--- config.mk ---
export PLATFORM = sky130hd
export DESIGN_NAME = atm_keypad_entry
export DESIGN_NICKNAME = d
export VERILOG_FILES = /design/src/rtl/atm_pkg.sv /design/src/rtl/bcd_to_bin_step.sv /design/src/rtl/atm_keypad_entry.sv
export SDC_FILE = /design/constraint.sdc
export NUM_CORES = 1
export LEC_CHECK = 0
export BUFFER_PORTS_ARGS = -buffer_cell sky130_fd_sc_hd__buf_2
export CORE_UTILIZATION = 25
export CTS_BUF_LIST = sky130_fd_sc_hd__clkbuf_2
export CTS_CLUSTER_SIZE = 24
export DETAILED_ROUTE_END_ITERATION = 6
export MAX_ROUTING_LAYER = met4
export SLEW_MARGIN = 20
export SYNTH_ARGS = -nofsm -noshare
export SYNTH_HDL_FRONTEND = slang
export SYNTH_SLANG_ARGS = --single-unit
--- constraint.sdc ---
create_clock -name clk -period 4.9 [get_ports clk]
set_input_delay 1.225 -clock clk [delete_from_list [all_inputs] [get_ports clk]]
set_output_delay 1.225 -clock clk [all_outputs]
set_load 0.02 [all_outputs]
--- src/rtl/atm_pkg.sv ---
// Shared constants for the ATM keypad entry stage: key codes, modes, error codes, FSM states.
package atm_pkg;

    localparam logic [3:0] KEY_CLEAR  = 4'hA;
    localparam logic [3:0] KEY_BACK   = 4'hB;
    localparam logic [3:0] KEY_ENTER  = 4'hE;
    localparam logic [3:0] KEY_CANCEL = 4'hF;

    localparam logic MODE_PIN = 1'b0;
    localparam logic MODE_AMT = 1'b1;

    localparam logic [1:0] ERR_NONE      = 2'd0;
    localparam logic [1:0] ERR_SHORT_PIN = 2'd1;
    localparam logic [1:0] ERR_AMOUNT    = 2'd2;
    localparam logic [1:0] ERR_ABORT     = 2'd3;

    localparam logic [2:0] PIN_DIGITS = 3'd4;

    typedef enum logic [2:0] {
        StIdle,
        StCollect,
        StConvert,
        StDone,
        StErr
    } state_t;

endpackage

--- src/rtl/bcd_to_bin_step.sv ---
// One decimal-to-binary conversion step: result = acc*10 + digit, flagging values above 16 bits.
module bcd_to_bin_step (
    input  logic [16:0] acc,
    input  logic [3:0]  digit,
    output logic [16:0] result,
    output logic        ovf
);

    logic [20:0] wide;

    always_comb begin
        wide   = {4'b0000, acc} * 21'd10 + {17'b0, digit};
        result = wide[16:0];
        ovf    = |wide[20:16];
    end

endmodule

--- src/rtl/atm_keypad_entry.sv ---
// Keypad entry stage: collects a 4-digit BCD PIN or a decimal amount converted to binary.
// Optional inactivity timeout is enabled with `define ATM_KEYPAD_TIMEOUT_EN.
module atm_keypad_entry
    import atm_pkg::*;
#(
    parameter int unsigned TIMEOUT_CYCLES = 1000,
    parameter int unsigned MAX_AMT_DIGITS = 5
) (
    input  logic        clk,
    input  logic        rst,
    input  logic        start,
    input  logic        mode,
    input  logic        key_valid,
    input  logic [3:0]  key_code,
    output logic        key_ready,
    output logic [15:0] value,
    output logic        value_valid,
    output logic        err,
    output logic [1:0]  err_code,
    output logic        busy,
    output logic [2:0]  digit_cnt
);

    localparam logic [2:0] AmtLimit = 3'(MAX_AMT_DIGITS);

    state_t      state;
    logic        mode_q;
    logic [19:0] bcd;
    logic [2:0]  conv_idx;
    logic [16:0] acc;
    logic [19:0] bcd_shifted;
    logic [3:0]  conv_digit;
    logic [16:0] step_result;
    logic        step_ovf;
    logic        key_accept;
    logic [2:0]  limit;

`ifdef ATM_KEYPAD_TIMEOUT_EN
    localparam int unsigned TimerW = $clog2(TIMEOUT_CYCLES + 1);
    localparam logic [TimerW-1:0] TimerLast = TimerW'(TIMEOUT_CYCLES - 1);
    logic [TimerW-1:0] timer;
`else
    logic [31:0] unused_timeout;
    assign unused_timeout = TIMEOUT_CYCLES;
`endif

    assign key_ready  = (state == StCollect);
    assign busy       = (state != StIdle);
    assign key_accept = key_valid && key_ready;
    assign limit      = (mode_q == MODE_AMT) ? AmtLimit : PIN_DIGITS;

    // Oldest digit sits in the highest occupied nibble; conversion walks conv_idx down to 0.
    assign bcd_shifted = bcd >> {conv_idx, 2'b00};
    assign conv_digit  = bcd_shifted[3:0];

    bcd_to_bin_step u_step (
        .acc    (acc),
        .digit  (conv_digit),
        .result (step_result),
        .ovf    (step_ovf)
    );

    always_ff @(posedge clk) begin
        if (rst) begin
            state       <= StIdle;
            mode_q      <= MODE_PIN;
            bcd         <= '0;
            conv_idx    <= '0;
            acc         <= '0;
            value       <= '0;
            value_valid <= 1'b0;
            err         <= 1'b0;
            err_code    <= ERR_NONE;
            digit_cnt   <= '0;
`ifdef ATM_KEYPAD_TIMEOUT_EN
            timer       <= '0;
`endif
        end else begin
            value_valid <= 1'b0;
            err         <= 1'b0;
            unique case (state)
                StIdle: begin
                    if (start) begin
                        mode_q    <= mode;
                        bcd       <= '0;
                        digit_cnt <= '0;
                        err_code  <= ERR_NONE;
                        state     <= StCollect;
`ifdef ATM_KEYPAD_TIMEOUT_EN
                        timer     <= '0;
`endif
                    end
                end
                StCollect: begin
                    if (key_accept) begin
`ifdef ATM_KEYPAD_TIMEOUT_EN
                        timer <= '0;
`endif
                        if (key_code <= 4'd9) begin
                            if (digit_cnt != limit) begin
                                bcd       <= {bcd[15:0], key_code};
                                digit_cnt <= digit_cnt + 3'd1;
                            end
                        end else begin
                            case (key_code)
                                KEY_CLEAR: begin
                                    bcd       <= '0;
                                    digit_cnt <= '0;
                                end
                                KEY_BACK: begin
                                    if (digit_cnt != 3'd0) begin
                                        bcd       <= bcd >> 4;
                                        digit_cnt <= digit_cnt - 3'd1;
                                    end
                                end
                                KEY_CANCEL: begin
                                    err_code <= ERR_ABORT;
                                    err      <= 1'b1;
                                    state    <= StErr;
                                end
                                KEY_ENTER: begin
                                    if (mode_q == MODE_PIN) begin
                                        if (digit_cnt == PIN_DIGITS) begin
                                            value       <= bcd[15:0];
                                            value_valid <= 1'b1;
                                            state       <= StDone;
                                        end else begin
                                            err_code <= ERR_SHORT_PIN;
                                            err      <= 1'b1;
                                            state    <= StErr;
                                        end
                                    end else if (digit_cnt == 3'd0) begin
                                        err_code <= ERR_AMOUNT;
                                        err      <= 1'b1;
                                        state    <= StErr;
                                    end else begin
                                        acc      <= '0;
                                        conv_idx <= digit_cnt - 3'd1;
                                        state    <= StConvert;
                                    end
                                end
                                default: ;
                            endcase
                        end
`ifdef ATM_KEYPAD_TIMEOUT_EN
                    end else if (timer == TimerLast) begin
                        err_code <= ERR_ABORT;
                        err      <= 1'b1;
                        state    <= StErr;
                    end else begin
                        timer <= timer + 1'b1;
`endif
                    end
                end
                StConvert: begin
                    acc <= step_result;
                    if (conv_idx == 3'd0) begin
                        if (step_ovf || step_result == 17'd0) begin
                            err_code <= ERR_AMOUNT;
                            err      <= 1'b1;
                            state    <= StErr;
                        end else begin
                            value       <= step_result[15:0];
                            value_valid <= 1'b1;
                            state       <= StDone;
                        end
                    end else begin
                        conv_idx <= conv_idx - 3'd1;
                    end
                end
                StDone:  state <= StIdle;
                StErr:   state <= StIdle;
                default: state <= StIdle;
            endcase
        end
    end

endmodule
* Word level (Yosys, flattened, before mapping)
Index checks and enable logic that the tools add are counted.
** Word-level totals
- Flip-flop bits (word level) :: 67
- Bits in latches :: 0
- RAM bits :: 0
- Memory bits (read-only) :: 0
- Input bits :: 9
- Output and inout bits :: 25
- Logic and storage cells :: 135
- Memories kept :: 0
** Operators by class
- Add/sub/neg operators :: 4
- Multipliers :: 1
- Divide/modulo/power cells :: 0
- $lt $le $gt $ge :: 1
- Eq/ne operators :: 26
- Shifts and indexed selects :: 1
- Multiplexer cells :: 73
- Bitwise gates (word level) :: 0
- Reductions and logical operators :: 19
** Operators with widths (count)
- 2-to-1 mux 16 bit :: 7
- 2-to-1 mux 20 bit :: 5
- 2-to-1 mux 17 bit :: 5
- one-hot mux 20 bit (2 select lines) :: 2
- 2-to-1 mux 3 bit :: 19
- one-hot mux 17 bit (2 select lines) :: 1
- one-hot mux 16 bit (2 select lines) :: 1
- one-hot mux 3 bit (2 select lines) :: 4
- adder 21 x 4 -> 21 bit :: 1
- multiplier 17 x 3 -> 20 bit, second input constant :: 1
- right shift 20 x 5 -> 4 bit :: 1
- logical NOT 17 bit :: 1
- == test 4 bit, second input constant :: 4
- 2-to-1 mux 2 bit :: 8
- != test 2 bit, second input constant :: 8
- 2-to-1 mux 1 bit :: 15
- != test 4 bit, second input constant :: 3
- AND reduction 6 bit :: 2
- logical NOT 3 bit :: 3
- one-hot mux 3 bit (3 select lines) :: 1
- AND reduction 9 bit :: 1
- nonzero test 3 bit :: 3
- != test 2 x 1 -> 1 bit, second input constant :: 4
- AND reduction 8 bit :: 1
- 20 further kinds :: 24

* Depth between registers and ports, before layout
Gate-level depths: netlist of the first run.
- Depth after elaboration :: 7
- Depth in mapped cells :: 20
- Depth with buffers taken out :: 17

* Hierarchy
Synthesis of the first run repeated with hierarchy kept, for this count alone.
** Unflattened totals
- Cells, all modules :: 561
- Area, all modules :: 4845.9 µm²
** By module, submodules not included
- atm_keypad_entry :: times used 1, cells each 379, area each 3374.5 µm², seq. area each 1341.3 µm²
- bcd_to_bin_step :: times used 1, cells each 182, area each 1471.4 µm², seq. area each 0.0 µm²

* Worst setup path before layout of the first run
Ideal clock, no wire load.
- Kind :: register to register
- Start :: register acc[1]
- End :: register value[0]
- Setup time :: 0.123 ns
- Arrival time :: 3.756 ns
- Required time :: 4.777 ns
- Path slack :: 1.021 ns
- Stages on the path, launching flop included :: 16
- Buffers on the path :: 1
- Clock period less this slack :: 3.879 ns
- Cells stage by stage :: dfxtp_1 > ha_1 > ha_1 > inv_1 > fa_1 > xor3_1 > a211o_1 > a221oi_2 > nand4_1 > or4b_1 > nor4_2 > o2111ai_1 > nand4_1 > and2_1 > buf_6 > mux2_1
** Between the ends
- Cells in the longest elaborated chain, start to end :: 6
- Elaborated cells on any way between the ends :: 7
- Those cells by class :: add/sub (1); mul (1); eq/ne (1); reduce/logical (4)
** Ends and longest elaborated chain
- start, declared :: line atm_keypad_entry.sv:30 : logic [16:0] acc;
- start signal, assigned :: line atm_keypad_entry.sv:156 : acc <= step_result;
- multiplier 17 x 3 -> 20 bit * :: line bcd_to_bin_step.sv:12 : wide = {4'b0000, acc} * 21'd10 + {17'b0, digit};
- adder 21 x 4 -> 21 bit * :: line bcd_to_bin_step.sv:12
- logical NOT 17 bit / OR reduction 5 bit (equally long branches) :: line atm_keypad_entry.sv:158, bcd_to_bin_step.sv:14
- logical OR 1 bit * :: line atm_keypad_entry.sv:158 : if (step_ovf || step_result == 17'd0) begin
- != test 2 bit (no source line) *
- AND reduction 8 bit (no source line) *
- end signal, assigned :: line atm_keypad_entry.sv:124 : value <= bcd[15:0];
- end signal, assigned :: line atm_keypad_entry.sv:163 : value <= step_result[15:0];
- end, declared :: line atm_keypad_entry.sv:16 : output logic [15:0] value,
Every way passes the cells marked *; elsewhere a longest branch is shown, timed or not.
A chain may end at the register's enable or synchronous reset.

* Worst setup path in the final report of the first run
- Start :: register conv_idx[0]
- End :: register value[11]
** Between the ends
- Cells in the longest elaborated chain, start to end :: 6
- Elaborated cells on any way between the ends :: 12
- Those cells by class :: add/sub (1); eq/ne (2); shift (1); mux (3); reduce/logical (5)
** Ends and longest elaborated chain
- start, declared :: line atm_keypad_entry.sv:29 : logic [2:0] conv_idx;
- start signal, assigned :: line atm_keypad_entry.sv:138 : conv_idx <= digit_cnt - 3'd1;
- start signal, assigned :: line atm_keypad_entry.sv:168 : conv_idx <= conv_idx - 3'd1;
- right shift 20 x 5 -> 4 bit :: line atm_keypad_entry.sv:53 : assign bcd_shifted = bcd >> {conv_idx, 2'b00};
- adder 21 x 4 -> 21 bit :: line bcd_to_bin_step.sv:12
- logical NOT 17 bit / OR reduction 5 bit (equally long branches) :: line atm_keypad_entry.sv:158, bcd_to_bin_step.sv:14
- logical OR 1 bit :: line atm_keypad_entry.sv:158
- != test 2 bit (no source line)
- AND reduction 8 bit (no source line)
Parallel ways exist; a longest one is shown, timed or not. The select of a mux whose other input is x is not followed.

==> results of run 1 <==
-- cells in the final DEF (no fill, tap or decap), drive strengths merged, types with 13 or more instances in the layout --
cell and instances:
a211oi 19, a21oi 58, a22oi 18, buf 40
dfxtp 67, ha 38, inv 21, mux2i 17
nand2 45, nand2b 18, nand3 16, nand4 14
nor2 57, nor3 13
-- state kept, by name (all words and copies together), names as in the netlist --
register     flops
conv_idx         3
value_valid      1
acc             17
state            3
err_code         2
value           16
digit_cnt        3
err              1
bcd             20
mode_q           1
-- logic make-up after synthesis --
kind of cell	share of synthesized area [%]
flip-flops	27.55
AND/OR/NAND/NOR	22.85
AO/OA/AOI/OAI	24.93
multiplexers	5.114
XOR/XNOR	4.189
buffers and inverters	4.780
adder cells (fa/ha/maj)	10.59
-- power by group --
part	switching, mW	internal [mW]	leakage, nW	total, mW
registers	0.0967	0.618	0.544	0.715
clock network	0.234	0.122	0.0766	0.356
logic	0.372	0.208	1.49	0.580
-- area by class of cell --
type | instances | area share, %
repair buffers | 40 | 4.033
clock buffers | 9 | 0.8345
inverters | 19 | 1.321
clock inverters | 7 | 1.391
diodes | 1 | 0.04636
well taps | 260 | 6.027
flip-flops and latches | 67 | 24.85
multi-input cells | 467 | 61.50
-- tightest hold or removal path, delay by kind of cell, from the launching register on --
| family | cells | cell delay (ns) |
|---|---|---|
| flops | 1 | 0.36 |
| mux | 1 | 0.06 |
| simple gates | 1 | 0.05 |
-- through the flow --
step           instances  hold slack [ns]
2_1_floorplan        588           0.4530
3_3_place_gp         853           0.4551
3_5_place_dp         853           0.4566
4_1_cts              869           0.4880
5_1_grt              869           0.5088
6_report             870           0.4884
-- final timing paths --
| check | start | endpoint | depth (start not counted) |
|---|---|---|---|
| worst min-delay path | err_code[0] | err_code[0] | 2 |
| worst max register to register | conv_idx[0] | value[11] | 16 |
| worst max-delay path | conv_idx[0] | value[11] | 16 |
| worst min register to register | err_code[0] | err_code[0] | 2 |
-- layer usage --
layer | share of wire [%] | vias up | GRT usage [%]
met2 | 44 | 112 | 21.39
met5 | 0 | - | -
met4 | 1.1 | 0 | 3.113
met1 | 49 | 2147 | 19.38
met3 | 6.4 | 19 | 4.219
li1 | - | 2217 | -
==> qor.yml, run 1 <==
grt_overflow_total: 0
gpl.final_weighted_congestion: 0.8629
drt_first_pass_iters: 5
synth_top_area_share_pct: 27.55
antenna_found_initial: 0
list_of_most_frequent_post_synthesis_cells: "sky130_fd_sc_hd__dfxtp_1 (67), sky130_fd_sc_hd__a21oi_1 (58), sky130_fd_sc_hd__nor2_1 (57)"
detailedRoute.firstIterationViolations: 301
grt_pass1_wl_mm: 22.22
critical_path.n_buffers_inverters: 1
yosys.cell_types.count: 77
worstPathCellList: "nor2b_1 > a21oi_1 > o22ai_1 > ha_1 > inv_1 > fa_1 > nand2b_1 > a211oi_1 > xnor3_1 > nand4_1 > or4b_1 > nor4_2 > o2111ai_1 > nand4_1 > and2_2 > mux2_1"
final.setup.worst_slack_ns: 0.4501
max_cap_violations: 0
post_route_cells_drive_above_1_share_pct: 12.97
vias: 4495
worst_min_delay_path_class: "reg2reg"
crit_path_top_delay_cell: "sky130_fd_sc_hd__dfxtp_1"
worst_setup_path_end_kind: "flop"
maxSlewHeadroom_pct: 44.87
mappedNetlistNets: 637
worst-endpoint-arrival_ns: 4.94
ys.warnings.count: 0
fmax_mhz: 224.7
final-seq-area_um2: 1341
tns_ns: 0
routed_via_density: 5.167
groute.usage.overall_pct: 14.47
fin_worst_skew_ns: 0.04658
final.min_clock_period_ns: 4.450
synth_top_cell_by_area: "sky130_fd_sc_hd__dfxtp_1"
synth_top_cells_by_area: "sky130_fd_sc_hd__dfxtp_1 (28%), sky130_fd_sc_hd__ha_1 (9.8%), sky130_fd_sc_hd__a21oi_1 (6.0%)"
synthesis.area_um2: 4868
multi_input_gate_area_in_the_final_layout_um2: 3319
number_of_fill_cells: 2062
ctsResizeCount: 0
peakVddDrop_mv: 0.1027
cp-start-kind: "flop"
first_global_vias: 4219
power-per-cell-area_nw_per_um2: 305.8
largest_net_degree_at_the_start_of_global_routing: 62
postSynthAreaPerCell_um2: 8.280
grt_setup_unrepaired: "false"
post-route-util_pct: 28.57
std_cell_rows: 50
cts_buffers: 9
tightestPinTransition_ns: 0.8163
final_max_slew_viol_count: 0
power_leakage_nw: 2.107
min_period_over_period_pct: 90.81
total_power_mw: 1.651
synth_most_common_cell: "sky130_fd_sc_hd__dfxtp_1"
clk_transition_reported_paths_ns: 0.23
postSynthRegisterBits: 67
area_growth_syn_to_layout_pct: 10.87
route.detailed.drc: 0
floorplan.io_pins: 34
timing.reg2reg.setup_slack_ns: 0.45
critical_path.top_delay_family: "simple AND/OR/NAND/NOR gates"
dp_hpwl_mm: 10.21
postRouteAntennaNets: 0
finalWirelength_mm: 13.75
placedInstanceArea_um2: 5263
core_um2: 18890
number_of_synthesized_flops_with_an_enable_pin: 0
synthArstFlopShare_pct: 0
worstSetupPathType: "reg2reg"
post_route_cell_area_um2: 5398
place.port_buffers: 33
die_height_um: 141.6
h-tree-depth: 3
routed_wire_length_per_instance_um: 15.80
synthCells: 588
pre_cts_slack_ns: 0.3525
timing.final.setup_violations: 0
initial_utilization_pct: 25.77
final_nets: 653
cp_data_required_time_ns: 5.39
post_cts_setup_buffer_count: 0
path_common_cell: "sky130_fd_sc_hd__nand4_1"
yosys_most_used_dff: "sky130_fd_sc_hd__dfxtp_1"
design.die.area_um2: 20040
die_w_um: 141.6
cts_hold_buf: 0
synth_seq_area_share_pct: 27.55
outcome: "finished, final reports clean"
critical_path_peak_fanout: 11
worst_path_largest_cell_delay_ns: 0.64
hold_viol_final: 0
clk_path_buf_depth: 2
clock-root-buffer: "sky130_fd_sc_hd__clkbuf_2"
clock_latency_ns: 0.57
cts_num_sinks: 67
cts_tree: "done"
No activity file was read; power rests on OpenSTA's default activity.
==> inputs of run 2 (changes only) <==
CORE_UTILIZATION = 42   (was 25)
==> run 2 against run 1 <==
Compared with the run above:
- non-clock buffer count did not move
- combinational power fell by 2%
- sequential share of layout area increased by 0.67 points
- largest cell class unchanged
- highest routed layer unchanged
- sequential power barely moved
- design area down 2.5%
- total power increased by 1.6%
- global-route usage is 9.2 points higher
- largest power group unchanged
- clock power up 9.8%
- fmax fell by 1.3%
- first-iteration DRC count is 3.3% higher
- wire length down 4.3%
- clock-buffer cell count is the same
- critical path type unchanged
==> qor.yml, run 2 (synthesis results as in run 1) <==
grt_setup_unrepaired: "false"
number_of_flip_flops_in_the_largest_register: 20
detailedRoute.firstIterationViolations: 311
routed_via_density: 5.987
peakVddDrop_mv: 0.1720
drt_first_pass_iters: 5
reg2reg_from: "conv_idx[0]"
hold_start: "err_code[0]"
core_um2: 11080
min_path_cells: 2
number_of_fill_cells: 1079
die_height_um: 109.7
min_period_over_period_pct: 92.01
groute.usage.overall_pct: 23.70
place.port_buffers: 33
final.min_clock_period_ns: 4.508
grt_overflow_total: 0
initial_utilization_pct: 43.95
path_common_cell: "sky130_fd_sc_hd__nand4_1"
std_cell_rows: 38
power-per-cell-area_nw_per_um2: 318.8
antenna_found_initial: 0
crit_path_top_delay_cell: "sky130_fd_sc_hd__dfxtp_1"
numPlacedInstances: 733
final_max_slew_viol_count: 0
critical_path.reg2reg.endpoint: "value[12]"
die_w_um: 109.7
fmax_mhz: 221.8
cts_num_sinks: 67
post_cts_setup_buffer_count: 0
total_power_mw: 1.677
largest_registers: "bcd: 20 flops, acc: 17 flops, value: 16 flops"
worst-endpoint-arrival_ns: 4.96
route.detailed.drc: 0
layoutNonFillerInstCount: 749
critical_path.n_buffers_inverters: 1
clock-root-buffer: "sky130_fd_sc_hd__clkbuf_2"
holdPathEnd: "err_code[0]"
worstSetupPathType: "reg2reg"
first_global_vias: 4109
outcome: "finished, final reports clean"
h-tree-depth: 3
cts_buffers: 9
timing.reg2reg.setup_slack_ns: 0.39
floorplan.io_pins: 34
critical_path.top_delay_family: "simple AND/OR/NAND/NOR gates"
clk_transition_reported_paths_ns: 0.20
worstPathCellList: "nor2b_1 > a21oi_1 > o22ai_1 > ha_1 > inv_1 > fa_1 > nand2b_1 > a211oi_1 > xnor3_1 > nand4_1 > or4b_1 > nor4_2 > o2111ai_1 > nand4_1 > and2_1 > mux2_1"
worst_setup_path_end_kind: "flop"
critical_path_peak_fanout: 11
routed_wire_length_per_instance_um: 17.56
cp_data_required_time_ns: 5.35
cp-start-kind: "flop"
max_cap_violations: 0
tns_ns: 0
grt_pass1_wl_mm: 21.16
cts_tree: "done"
vias: 4484
worst_path_largest_cell_delay_ns: 0.62
leading_cell_type_in_the_layout_fill_and_taps_excluded: "sky130_fd_sc_hd__dfxtp_1"
largest_net_degree_at_the_start_of_global_routing: 44
finalWirelength_mm: 13.15
clk_path_buf_depth: 2
hold-worst-slack_ns: 0.4834
area_growth_syn_to_layout_pct: 8.070
clock_latency_ns: 0.56
fin_worst_skew_ns: 0.03149
design.die.area_um2: 12030
hold_viol_final: 0
final_nets: 653
registers.top_by_ff_count: "bcd"
tightestPinTransition_ns: 0.8062
dp_hpwl_mm: 9.790
maxSlewHeadroom_pct: 44.86
diodes: 0
post_route_cells_drive_above_1_share_pct: 12.81
postRouteAntennaNets: 0
most_frequent_cells_in_the_layout: "sky130_fd_sc_hd__dfxtp_1 (66), sky130_fd_sc_hd__a21oi_1 (58), sky130_fd_sc_hd__nor2_1 (57), sky130_fd_sc_hd__nand2_1 (45), sky130_fd_sc_hd__ha_1 (38)"
gpl.final_weighted_congestion: 0.8967
timing.final.setup_violations: 0
worst_min_delay_path_class: "reg2reg"
r2r.worst_path.cells: 16
power_leakage_nw: 2.114
==> run 2: changes by cell type in the layout (fill, tap and decap cells not counted) <==
| cell | change |
|---|---|
| sky130_fd_sc_hd__dfxtp_2 | +1 |
| sky130_fd_sc_hd__bufinv_16 | +1 |
| sky130_fd_sc_hd__and2_2 | -1 |
| sky130_fd_sc_hd__clkinv_4 | -1 |
| sky130_fd_sc_hd__inv_6 | -1 |
| sky130_fd_sc_hd__diode_2 | -1 |
| sky130_fd_sc_hd__and2_1 | +1 |
| sky130_fd_sc_hd__dfxtp_1 | -1 |
| sky130_fd_sc_hd__clkinv_1 | +1 |
==> run 2: metal layers <==
| layer | track usage (%) | part of all wire (%) |
|---|---|---|
| met1 | 33.05 | 49 |
| met2 | 35.18 | 45 |
| met3 | 4.446 | 4.9 |
| met4 | 5.810 | 0.94 |
| met5 | - | 0 |
==> run 2: how the worst max path moves through the flow <==
stage                     start   endpoint  cells after the start
global placement    conv_idx[0]  value[13]                     16
global route        conv_idx[0]   value[6]                     17
detailed placement  conv_idx[0]  value[12]                     16
finish              conv_idx[0]  value[12]                     16
CTS                 conv_idx[0]  value[12]                     16
floorplan                acc[1]   value[0]                     15
==> run 2: layout make-up <==
class,count,area (µm²),area share (%)
tap,140,175.2,3.329
inverter,19,71.32,1.356
timing repair buffer,40,217.7,4.138
multi-input combinational,467,3318,63.07
sequential,67,1343,25.52
clock buffer,9,45.04,0.8561
clock inverter,7,91.34,1.736
==> run 2: through the flow <==
stage	cell area (µm²)	setup WS, ns	utilization [%]
floorplan	4868	1.021	-
global placement	5112	0.6271	46.15
detailed placement	5112	0.4513	46.15
CTS	5249	0.4217	47.38
global route	5261	0.01274	47.49
finish	5261	0.3917	47.49
==> run 2: report_power, final <==
group | internal (mW) | switching, mW
logic | 0.207 | 0.363
clock network | 0.168 | 0.223
registers | 0.618 | 0.0980
==> run 2: tightest hold or removal path, delay by kind of cell, from the launching register on <==
family	cells	cell delay, ns
muxes	1	0.06
DFF	1	0.35
and+or+nand+nor	1	0.05
==> run 2: timing repair <==
item / CTS / global route
setup endpoints to repair: 0 / 1
gates resized for setup: 0 / 1
hold buffers: 0 / 0
